**config.mk**
```make
export PLATFORM = sky130hd
export DESIGN_NAME = rope_collision_detector
export DESIGN_NICKNAME = d
export VERILOG_FILES = /design/src/rtl/game_pkg.sv /design/src/rtl/frame_overlap_counter.sv /design/src/rtl/rope_collision_detector.sv
export SDC_FILE = /design/constraint.sdc
export NUM_CORES = 1
export LEC_CHECK = 0
export BUFFER_PORTS_ARGS = -buffer_cell sky130_fd_sc_hd__buf_2
export CORE_MARGIN = 2
export CORE_UTILIZATION = 55
export CTS_CLUSTER_DIAMETER = 150
export CTS_CLUSTER_SIZE = 28
export DETAILED_ROUTE_END_ITERATION = 16
export PLACE_DENSITY = 0.81
export SYNTH_ARGS = -nofsm -noshare
export SYNTH_HDL_FRONTEND = slang
export SYNTH_SLANG_ARGS = --single-unit
```
**constraint.sdc**
```tcl
create_clock -name clk -period 3.4 [get_ports clk]
set_input_delay 0.34 -clock clk [delete_from_list [all_inputs] [get_ports clk]]
set_output_delay 0.34 -clock clk [all_outputs]
set_load 0.01 [all_outputs]
```
**src/rtl/game_pkg.sv**
```systemverilog
// rtl/game_pkg.sv - shared game types and default detector constants
package game_pkg;

    typedef enum logic [1:0] {
        NOT_TOUCHING = 2'd0,
        ARMING       = 2'd1,
        TOUCHING     = 2'd2,
        RELEASING    = 2'd3
    } rope_touch_state_t;

    // Also used by the ladder detector so both climbables feel the same.
    localparam int ROPE_MIN_OVERLAP     = 4;
    localparam int ROPE_DEBOUNCE_FRAMES = 2;

endpackage

```
**src/rtl/frame_overlap_counter.sv**
```systemverilog
// rtl/frame_overlap_counter.sv - per-frame overlap pixel counter with first-hit pulse and frame close latch
module frame_overlap_counter #(
    parameter int MIN_OVERLAP_PIXELS = 4,
    parameter int CNT_W              = 12
) (
    input  logic             clk,
    input  logic             resetN,
    input  logic             startOfFrame,
    input  logic             ov,
    output logic             hitPulse,
    output logic             frameHit,
    output logic [CNT_W-1:0] overlapCount
);

    localparam logic [CNT_W-1:0] CNT_MAX = '1;
    localparam logic [CNT_W:0]   MIN_EXT = (CNT_W+1)'(MIN_OVERLAP_PIXELS);

    logic [CNT_W-1:0] cur_cnt;
    logic             seen_hit;

    // Valid only on the startOfFrame cycle, where it reflects the closing frame.
    assign frameHit = ({1'b0, cur_cnt} >= MIN_EXT);

    always_ff @(posedge clk or negedge resetN) begin
        if (!resetN) begin
            cur_cnt      <= '0;
            seen_hit     <= 1'b0;
            overlapCount <= '0;
            hitPulse     <= 1'b0;
        end else begin
            hitPulse <= ov & (startOfFrame | ~seen_hit);
            if (startOfFrame) begin
                // A pixel coincident with startOfFrame opens the new frame.
                overlapCount <= cur_cnt;
                cur_cnt      <= ov ? CNT_W'(1) : '0;
                seen_hit     <= ov;
            end else if (ov) begin
                seen_hit <= 1'b1;
                if (cur_cnt != CNT_MAX) begin
                    cur_cnt <= cur_cnt + CNT_W'(1);
                end
            end
        end
    end

endmodule

```
**src/rtl/rope_collision_detector.sv**
```systemverilog
// rtl/rope_collision_detector.sv - player/rope overlap detector with frame-level debounce
module rope_collision_detector
    import game_pkg::*;
#(
    parameter int MIN_OVERLAP_PIXELS = ROPE_MIN_OVERLAP,
    parameter int DEBOUNCE_FRAMES    = ROPE_DEBOUNCE_FRAMES,
    parameter int CNT_W              = 12
) (
    input  logic             clk,
    input  logic             resetN,
    input  logic             startOfFrame,
    input  logic             enable,
    input  logic             ropeDR,
    input  logic             playerDR,
    output logic             hitPulse,
    output logic             touching,
    output logic             grabEvent,
    output logic             releaseEvent,
    output logic [CNT_W-1:0] overlapCount
);

    localparam logic [2:0] DEB = 3'(DEBOUNCE_FRAMES);

    logic              ov;
    logic              frame_hit;
    rope_touch_state_t state;
    rope_touch_state_t state_next;
    logic [2:0]        dcnt;
    logic [2:0]        dcnt_next;
    logic [2:0]        dcnt_inc;
    logic              grab_next;
    logic              release_next;

    assign ov       = enable & ropeDR & playerDR;
    assign dcnt_inc = dcnt + 3'd1;

    frame_overlap_counter #(
        .MIN_OVERLAP_PIXELS(MIN_OVERLAP_PIXELS),
        .CNT_W             (CNT_W)
    ) u_counter (
        .clk         (clk),
        .resetN      (resetN),
        .startOfFrame(startOfFrame),
        .ov          (ov),
        .hitPulse    (hitPulse),
        .frameHit    (frame_hit),
        .overlapCount(overlapCount)
    );

    always_ff @(posedge clk or negedge resetN) begin
        if (!resetN) begin
            state        <= NOT_TOUCHING;
            dcnt         <= '0;
            touching     <= 1'b0;
            grabEvent    <= 1'b0;
            releaseEvent <= 1'b0;
        end else begin
            state        <= state_next;
            dcnt         <= dcnt_next;
            touching     <= (state_next == TOUCHING) || (state_next == RELEASING);
            grabEvent    <= grab_next;
            releaseEvent <= release_next;
        end
    end

    // Debounce moves only at frame boundaries; dcnt counts disagreeing frames.
    always_comb begin
        state_next   = state;
        dcnt_next    = dcnt;
        grab_next    = 1'b0;
        release_next = 1'b0;
        if (startOfFrame) begin
            case (state)
                NOT_TOUCHING: begin
                    if (frame_hit) begin
                        if (DEB == 3'd1) begin
                            state_next = TOUCHING;
                            grab_next  = 1'b1;
                        end else begin
                            state_next = ARMING;
                            dcnt_next  = 3'd1;
                        end
                    end
                end
                ARMING: begin
                    if (frame_hit) begin
                        if (dcnt_inc == DEB) begin
                            state_next = TOUCHING;
                            dcnt_next  = '0;
                            grab_next  = 1'b1;
                        end else begin
                            dcnt_next = dcnt_inc;
                        end
                    end else begin
                        state_next = NOT_TOUCHING;
                        dcnt_next  = '0;
                    end
                end
                TOUCHING: begin
                    if (!frame_hit) begin
                        if (DEB == 3'd1) begin
                            state_next   = NOT_TOUCHING;
                            release_next = 1'b1;
                        end else begin
                            state_next = RELEASING;
                            dcnt_next  = 3'd1;
                        end
                    end
                end
                RELEASING: begin
                    if (!frame_hit) begin
                        if (dcnt_inc == DEB) begin
                            state_next   = NOT_TOUCHING;
                            dcnt_next    = '0;
                            release_next = 1'b1;
                        end else begin
                            dcnt_next = dcnt_inc;
                        end
                    end else begin
                        state_next = TOUCHING;
                        dcnt_next  = '0;
                    end
                end
                default: begin
                    state_next = NOT_TOUCHING;
                    dcnt_next  = '0;
                end
            endcase
        end
    end

endmodule

```
==> results of run 1 <==
==> through the flow <==
stage          instance area (um2)  std cells  util [%]  total power [mW]
3_3_place_gp                  1740        197      62.7             0.628
4_1_cts                       1800        205      64.8             0.874
3_5_place_dp                  1740        197      62.7             0.642
6_report                      1800        205      64.8             0.871
2_1_floorplan                 1620        151         -             0.594
5_1_grt                       1800        205      64.8             0.925
==> metal layers <==
layer / share of wire (%) / vias to the layer above / GRT usage [%]
met4: 1.7 / 0 / 10.6
met2: 50 / 54 / 37.9
met3: 6.4 / 9 / 6.81
met5: 0 / - / 0
li1: - / 600 / -
met1: 42 / 652 / 26.1
==> sequential cells by signal (all words and copies together), names as in the netlist <==
name and cells:
u_counter.overlapCount 12, dcnt 3, state 2, u_counter.seen_hit 1, releaseEvent 1, u_counter.cur_cnt 12
grabEvent 1, touching 1, u_counter.hitPulse 1
==> critical path: cells and delay by family (launching register included) <==
family          cells  cell delay, ns
flops               1            0.45
compound gates      1            0.56
fa+ha+maj           1            0.29
mux                 1            0.25
simple gates        2            0.24
==> cells in the final DEF, fill, tap and decap left out, types with 2 or more instances in the layout <==
cell | netlist | layout
dfrtp_1 | 34 | 34
buf_2 | 2 | 21
mux2_2 | 15 | 15
nand2_1 | 12 | 12
nor2_1 | 11 | 11
a21oi_1 | 8 | 8
nor4_1 | 7 | 7
inv_1 | 6 | 6
nand4_1 | 6 | 6
clkbuf_4 | 0 | 5
nand3_1 | 4 | 4
o21ai_0 | 4 | 4
o31ai_1 | 4 | 4
ha_1 | 4 | 4
nor2b_1 | 3 | 3
nor3_1 | 2 | 2
mux2i_1 | 2 | 2
nand2b_1 | 2 | 2
or4_1 | 2 | 2
==> area by class of cell <==
class | instances | area (um2)
multi-input cells | 105 | 726
clock buffers | 7 | 55.1
repair buffers | 21 | 105
clock inverters | 1 | 5.00
fillers | 209 | 978
inverters | 6 | 22.5
well taps | 31 | 38.8
flip-flops and latches | 34 | 851
==> power by group through the flow <==
stage | logic (mW) | registers, mW | clock network, mW
2_1_floorplan | 0.115 | 0.479 | 0
3_5_place_dp | 0.161 | 0.481 | 0
4_1_cts | 0.164 | 0.472 | 0.237
3_3_place_gp | 0.150 | 0.478 | 0
6_report | 0.166 | 0.473 | 0.232
5_1_grt | 0.188 | 0.479 | 0.258
==> final timing paths <==
check,slack (ns),from,depth (start not counted),to
hold / removal,0.04,resetN,1,dcnt[0]
setup / recovery,1.46,u_counter.cur_cnt[1],5,u_counter.cur_cnt[1]
hold reg to reg,0.43,state[1],1,grabEvent
min in group clk,0.36,ropeDR,3,u_counter.hitPulse
max in group asynchronous,2.88,resetN,1,u_counter.overlapCount[1]
setup reg to reg,1.46,u_counter.cur_cnt[1],5,u_counter.cur_cnt[1]
==> cell families after synthesis <==
group / after synthesis / synth area share [%]
adders and majority gates: 4 / 3.08
xor gates and xnor gates: 2 / 1.08
and+or+nand+nor: 56 / 18.3
AOI/OAI and AO/OA: 26 / 10.6
buffers and inverters: 12 / 2.93
muxes: 17 / 11.6
DFF: 34 / 52.4
==> results.toml, run 1 <==
[run_status]
run_status = "finished, final reports clean"

[global_route]
groute.usage.overall_pct = 22.4
grt_pass1_wl_um = 5690
overflow = 0
grt_pass1_vias = 1319
antenna_found_initial = 0
grt_max_degree = 36

[pwr]
netSwitchingFraction_pct = 30.1
combPwrFrac_pct = 19.0
power_frac_clock_pct = 26.6
p_switching_uw = 262
seqPwrFrac_pct = 54.4
power.internal_uw = 608
vdd_drop_max_mv = 0.331
power.leakage_nw = 0.872
p_per_area_nw_per_um2 = 483

[logic_synthesis]
synth_seq_cells = 34
syn_area_per_cell_um2 = 10.8
synthesis.nets = 161
yosysUniqueCellTypes = 38
synth.most_common_cell = "dfrtp_1"
netlist_area_um2 = 1620
yosys_warnings = 0
async_flop_share_pct = 100
yosys-top-cells-count = "dfrtp_1 (34), mux2_2 (15), nand2_1 (12), nor2_1 (11), a21oi_1 (8)"
synth_edf_count = 0
synth_top_area_share_pct = 52.4
yosys-top-cells-area = "dfrtp_1 (52%), mux2_2 (10%), ha_1 (3.1%)"
ys_seq_area_share_pct = 52.4
synth_top_area_cell = "dfrtp_1"
syn_inst = 151
synthFlopType = "dfrtp_1"

[timing]
fmax_ghz = 0.516
holdWs_ns = 0.0401
final.setup.worst_slack_ns = 1.46
grt_setup_unrepaired = "no"
setup_viol = 0
fin_crit_sh_pct = 57.0
fin_worst_skew_ns = 0.0114
tns_ns = 0
tightest_slew_ns = 0.728
maxSlewViolCount = 0
period_needed_ns = 1.94
hold_viol = 0
slew_headroom_pct = 51.5

[job]
drv_cap = 0

[cts]
cts_resized = 0
cts.sinks = 34
path_clk_slew_ns = 0.10
cts_buffers = 5
cts_tree = "done"
cts_root_buffer = "clkbuf_4"
clk_latency_ns = 0.34
htree_levels = 2
cts_hold_buf = 0
cts_buffer_depth = 2
post-cts-setup-buffers = 0

[routing]
drt_wl_total_um = 3290
antenna_left = 0
route.detailed.drc = 0
vias = 1315
via_per_inst = 6.41
drt-initial-drc-count = 56
drt_pass1_iterations = 5
avgRoutedWirePerCell_um = 16.1

[worst_setup_path]
slowest_stage = "o31ai_1"
cp_max_fo = 6
worst-endpoint-arrival_ns = 2.14
cp-end-kind = "flop"
critPathLaunchType = "flop"
slowest_delay_ns = 0.56
critPathRequiredTime_ns = 3.60
crit_chain = "ha_1, nand4_1, o31ai_1, mux2i_1, nor2_1"
critical_path_class = "flop to flop"

[final_layout]
antenna_cells = 0
area_growth_pct = 11.0
fin_nets = 183
drive_gt1_share_pct = 26.4

[floorplanning]
core_area_um2 = 2780
die_w_um = 58.3
fp.dieH_um = 58.3
die-area_um2 = 3400
num_rows = 19
start_util_pct = 58.4
io_pins = 22

[place]
pre_cts_slack_ns = 1.52
gp_congestion = 0.886
dp_hpwl_um = 2260
portBuffers = 21

[min_path]
min_path_type = "primary input to async pin"
Note: power is estimated with default switching activity, not from simulation.
==> run 2, diff against run 1 <==
==> constraint.sdc (replaced) <==
create_clock -name clk -period 1.8 [get_ports clk]
set_input_delay 0.18 -clock clk [delete_from_list [all_inputs] [get_ports clk]]
set_output_delay 0.18 -clock clk [all_outputs]
set_load 0.01 [all_outputs]
==> results.toml, run 2 (synthesized netlist as in run 1, its figures left out) <==
[pwr]
power.leakage_nw = 0.940
p_per_area_nw_per_um2 = 998
vdd_drop_max_mv = 1.26

[floorplanning]
fp.dieH_um = 58.3
core_area_um2 = 2780
io_pins = 22
num_rows = 19
die_w_um = 58.3
die-area_um2 = 3400
start_util_pct = 58.4

[timing]
tightest_slew_ns = 0.729
final.setup.worst_slack_ns = 0.0644
setup_viol = 0
fmax_ghz = 0.576
hold_viol = 0
fin_worst_skew_ns = 0.00860
grt_setup_unrepaired = "yes"
tns_ns = 0
slew_headroom_pct = 51.4
period_needed_ns = 1.74
maxSlewViolCount = 0
fin_crit_sh_pct = 96.4

[worst_setup_path]
cp_max_fo = 7
slowest_stage = "o311ai_0"
cp.depth = 4
slowest_delay_ns = 0.64
critPathLaunchType = "flop"
cp_top_family = "compound AO/OA/AOI/OAI gates"
critical_path_class = "flop to flop"
critical_path.n_buffers_inverters = 0
r2r_cells = 4
cp-end-kind = "flop"
critPathRequiredTime_ns = 2.01
worst-endpoint-arrival_ns = 1.95
crit_chain = "nand4_1, o311ai_0, o211ai_1, o41ai_1"

[global_route]
grt_pass1_vias = 1256
grt_pass1_wl_um = 5730
antenna_found_initial = 0
overflow = 0
groute.usage.overall_pct = 22.4
grt_max_degree = 35

[cts]
htree_levels = 2
cts_buffers = 5
path_clk_slew_ns = 0.10
clk_latency_ns = 0.33
cts_buffer_depth = 2
post-cts-setup-buffers = 0
cts_root_buffer = "clkbuf_4"
cts.sinks = 34
cts_tree = "done"

[routing]
vias = 1306
drt_pass1_iterations = 4
antenna_left = 0
drt_wl_total_um = 3280
avgRoutedWirePerCell_um = 15.3
route.detailed.drc = 0
drt-initial-drc-count = 27
via_per_inst = 6.10

[min_path]
min_path_type = "primary input to flop"
min_path_cells = 3

[final_layout]
final_common_cell = "dfrtp_1"
area_growth_pct = 19.4
layout_common_cells = "dfrtp_1 (32), buf_2 (21), mux2_2 (15), nand2_1 (12), nor2_1 (11)"
fill_cells = 200
antenna_cells = 0
largestRegisters = "u_counter.cur_cnt x12, u_counter.overlapCount x12, dcnt x3"
fin_nets = 192
drive_gt1_share_pct = 32.2

[job]
drv_cap = 0

[place]
portBuffers = 21
dp_hpwl_um = 2420
gp_congestion = 0.823
pre_cts_slack_ns = 0.0395

[run_status]
run_status = "finished, final reports clean"
-- run 2: changes by cell type in the layout (fill, tap and decap cells not counted) --
cell	before	now
buf_4	0	8
bufinv_16	0	2
clkbuf_1	1	0
clkinv_2	1	0
dfrtp_1	34	32
dfrtp_2	0	2
dlygate4sd3_1	0	1
nor4_1	7	5
nor4_2	0	2
-- run 2: layout make-up --
| type | instances | area (um2) | share of cell area [%] |
|---|---|---|---|
| clock buffer | 6 | 51.3 | 2.65 |
| clock inverter | 2 | 60.1 | 3.10 |
| inverter | 6 | 22.5 | 1.16 |
| tap | 31 | 38.8 | 2.00 |
| sequential | 34 | 853 | 44.0 |
| multi-input combinational | 105 | 738 | 38.1 |
| timing repair buffer | 30 | 175 | 9.03 |
-- run 2: per-stage QoR --
step	hold WS, ns	total power, mW	cells	cell area (um2)	utilization [%]
2_1_floorplan	-0.116	1.12	151	1620	-
3_3_place_gp	0.269	1.20	205	1800	64.8
3_5_place_dp	0.282	1.23	205	1800	64.8
4_1_cts	0.209	1.95	214	1920	69.2
5_1_grt	0.220	2.04	214	1940	69.7
6_report	0.225	1.94	214	1940	69.7
-- run 2: layer usage --
layer / up-vias / global-route usage, % / wire length (um)
met1: 641 / 28.9 / 1420
met4: 0 / 10.3 / 50
met2: 42 / 36.4 / 1650
met5: - / 0 / 0
met3: 9 / 4.62 / 156
li1: 614 / - / -
-- run 2: power by group --
group | total [mW] | switching, mW | internal [mW]
clock network | 0.721 | 0.251 | 0.471
logic | 0.317 | 0.182 | 0.135
registers | 0.898 | 0.0654 | 0.832
-- run 2: repair_timing --
item | 4_1_cts | 5_1_grt
endpoints found under the setup margin | 0 | 5
gates resized for setup | 0 | 4
hold endpoints to repair | 34 | 0
hold buffers | 1 | 0
-- run 2: worst paths after layout --
check                                  endpoint                 start  slack (ns)
hold / removal               u_counter.hitPulse                ropeDR        0.23
setup reg to reg           u_counter.cur_cnt[4]  u_counter.cur_cnt[8]        0.06
max in group asynchronous  u_counter.cur_cnt[3]                resetN        0.86
min in group asynchronous          releaseEvent                resetN        0.43
setup / recovery           u_counter.cur_cnt[4]  u_counter.cur_cnt[8]        0.06
hold reg to reg                       grabEvent              state[1]        0.44
-- run 2: worst min-delay path: cells and delay by family --
kind                   cells  cell delay (ns)
buffers and inverters      1             0.10
and+or+nand+nor            1             0.17
AOI/OAI and AO/OA          1             0.06
==> run 3, diff against run 2 <==
--- a/config.mk
+++ b/config.mk
@@ -12,6 +12,7 @@
 export CTS_CLUSTER_SIZE = 28
 export DETAILED_ROUTE_END_ITERATION = 16
 export PLACE_DENSITY = 0.81
+export SETUP_SLACK_MARGIN = 0.5
 export SYNTH_ARGS = -nofsm -noshare
 export SYNTH_HDL_FRONTEND = slang
 export SYNTH_SLANG_ARGS = --single-unit
==> results.toml, run 3 (synthesized netlist as in run 1, its figures left out) <==
[min_path]
min_path_type = "primary input to flop"
min_path_cells = 3
hold_start = "startOfFrame"

[cts]
cts_buffers = 5
cts_tree = "done"
cts_root_buffer = "clkbuf_4"
clk_latency_ns = 0.35
path_clk_slew_ns = 0.11
htree_levels = 2
cts.sinks = 34
cts_buffer_depth = 2

[worst_setup_path]
cp.depth = 7
critical_path.n_buffers_inverters = 2
critPathRequiredTime_ns = 2.05
slowest_stage = "dfrtp_1"
slowest_delay_ns = 0.43
worst-endpoint-arrival_ns = 2.10
critPathLaunchType = "flop"
cp-end-kind = "flop"
crit_chain = "ha_2, nand4_1, buf_4, nor2_4, buf_4, nor4_4, mux2_4"
cp_top_family = "flip-flops"
r2r_start = "u_counter.cur_cnt[0]"
cp_common_cell = "buf_4"
cp_max_fo = 8
critical_path_class = "flop to flop"
cp-startpoint = "u_counter.cur_cnt[0]"
r2r_cells = 7

[floorplanning]
core_area_um2 = 2780
start_util_pct = 58.4
die_w_um = 58.3
num_rows = 19
io_pins = 22
fp.dieH_um = 58.3
die-area_um2 = 3400

[run_status]
violations = "negative setup slack"
run_status = "finished, violations left"

[pwr]
power.leakage_nw = 1.13
vdd_drop_max_mv = 1.11
p_per_area_nw_per_um2 = 806

[place]
portBuffers = 21
dp_hpwl_um = 2580
place_area_um2 = 1860
gp_congestion = 0.854

[final_layout]
fin_nets = 222
antenna_cells = 0
final_common_cell = "buf_4"
fill_cells = 146
ff_latch_area_um2 = 857
final_area_um2 = 2370
area_growth_pct = 46.1
final_util_pct = 85.3
multiInputGateArea_um2 = 972
drive_gt1_share_pct = 56.8
largestRegisters = "u_counter.cur_cnt x12, u_counter.overlapCount x12, dcnt x3"
layout_common_cells = "buf_4 (33), dfrtp_1 (29), buf_2 (21), mux2_2 (14), nor2_1 (10)"

[global_route]
groute.usage.overall_pct = 30.4
grt_pass1_vias = 1583
overflow = 0
grt_pass1_wl_um = 7600
antenna_found_initial = 0
grt_max_degree = 35

[timing]
fmax_ghz = 0.539
fin_worst_skew_ns = 0.00962
final.setup.worst_slack_ns = -0.0545
grt_setup_unrepaired = "yes"
slew_headroom_pct = 50.6
period_needed_ns = 1.85
fin_crit_sh_pct = 103
maxSlewViolCount = 0
setup_viol = 2
tightest_slew_ns = 0.741
hold_viol = 0

[job]
drv_cap = 0

[routing]
drt_wl_total_um = 5350
drt_pass1_iterations = 4
antenna_left = 0
avgRoutedWirePerCell_um = 21.9
route.detailed.drc = 0
via_per_inst = 6.48
vias = 1582
drt-initial-drc-count = 122
run 3: metrics by stage:
stage | power (mW) | TNS [ns] | worst slack, ns | hold WS (ns) | std cells
floorplan | 1.12 | 0 | 0.205 | -0.116 | 151
global placement | 1.20 | 0 | 0.161 | 0.274 | 208
detailed placement | 1.23 | -0.00116 | -0.00116 | 0.280 | 208
CTS | 1.74 | 0 | 0.165 | 0.276 | 239
global route | 1.99 | -0.302 | -0.0885 | 0.312 | 244
finish | 1.91 | -0.0768 | -0.0545 | 0.305 | 244
run 3: layout make-up:
| class | instances | share of cell area [%] |
|---|---|---|
| multi-input combinational | 105 | 41.0 |
| sequential | 34 | 36.1 |
| timing repair buffer | 60 | 17.7 |
| clock buffer | 6 | 2.16 |
| tap | 31 | 1.63 |
| inverter | 6 | 0.949 |
| clock inverter | 2 | 0.527 |
run 3: repair_timing:
| action | in CTS | in global routing |
|---|---|---|
| hold endpoints to repair | 34 | 0 |
| setup buffers | 22 | 5 |
| hold buffers | 1 | 0 |
| gates resized for setup | 22 | 29 |
| setup endpoints to repair | 20 | 20 |
| pin swaps | 16 | 9 |
run 3: final timing paths:
| path | endpoint | slack (ns) |
|---|---|---|
| setup / recovery | u_counter.cur_cnt[6] | -0.05 |
| hold / removal | state[0] | 0.31 |
| setup reg to reg | u_counter.cur_cnt[6] | -0.05 |
| hold reg to reg | grabEvent | 0.43 |
| max in group asynchronous | u_counter.cur_cnt[9] | 0.86 |
| min in group asynchronous | u_counter.cur_cnt[5] | 0.42 |
run 3: worst register-to-register path: cells and delay by family (launching register included):
family                   cells  cell delay, ns
AND/OR/NAND/NOR              3            0.42
adder cells (fa/ha/maj)      1            0.22
multiplexers                 1            0.31
buffers and inverters        2            0.37
flip-flops                   1            0.43
run 3: metal layers:
layer	global-route usage, %	share of wire, %	up-vias
met5	0	0	-
met4	18.3	3.8	0
met3	5.27	7.3	21
met2	51.4	49	107
met1	36.1	39	775
li1	-	-	679
run 3: report_power, final:
group | internal, mW | switching [mW] | leakage [nW]
clock | 0.188 | 0.278 | 0.0343
combinational | 0.243 | 0.286 | 0.645
sequential | 0.832 | 0.0857 | 0.453
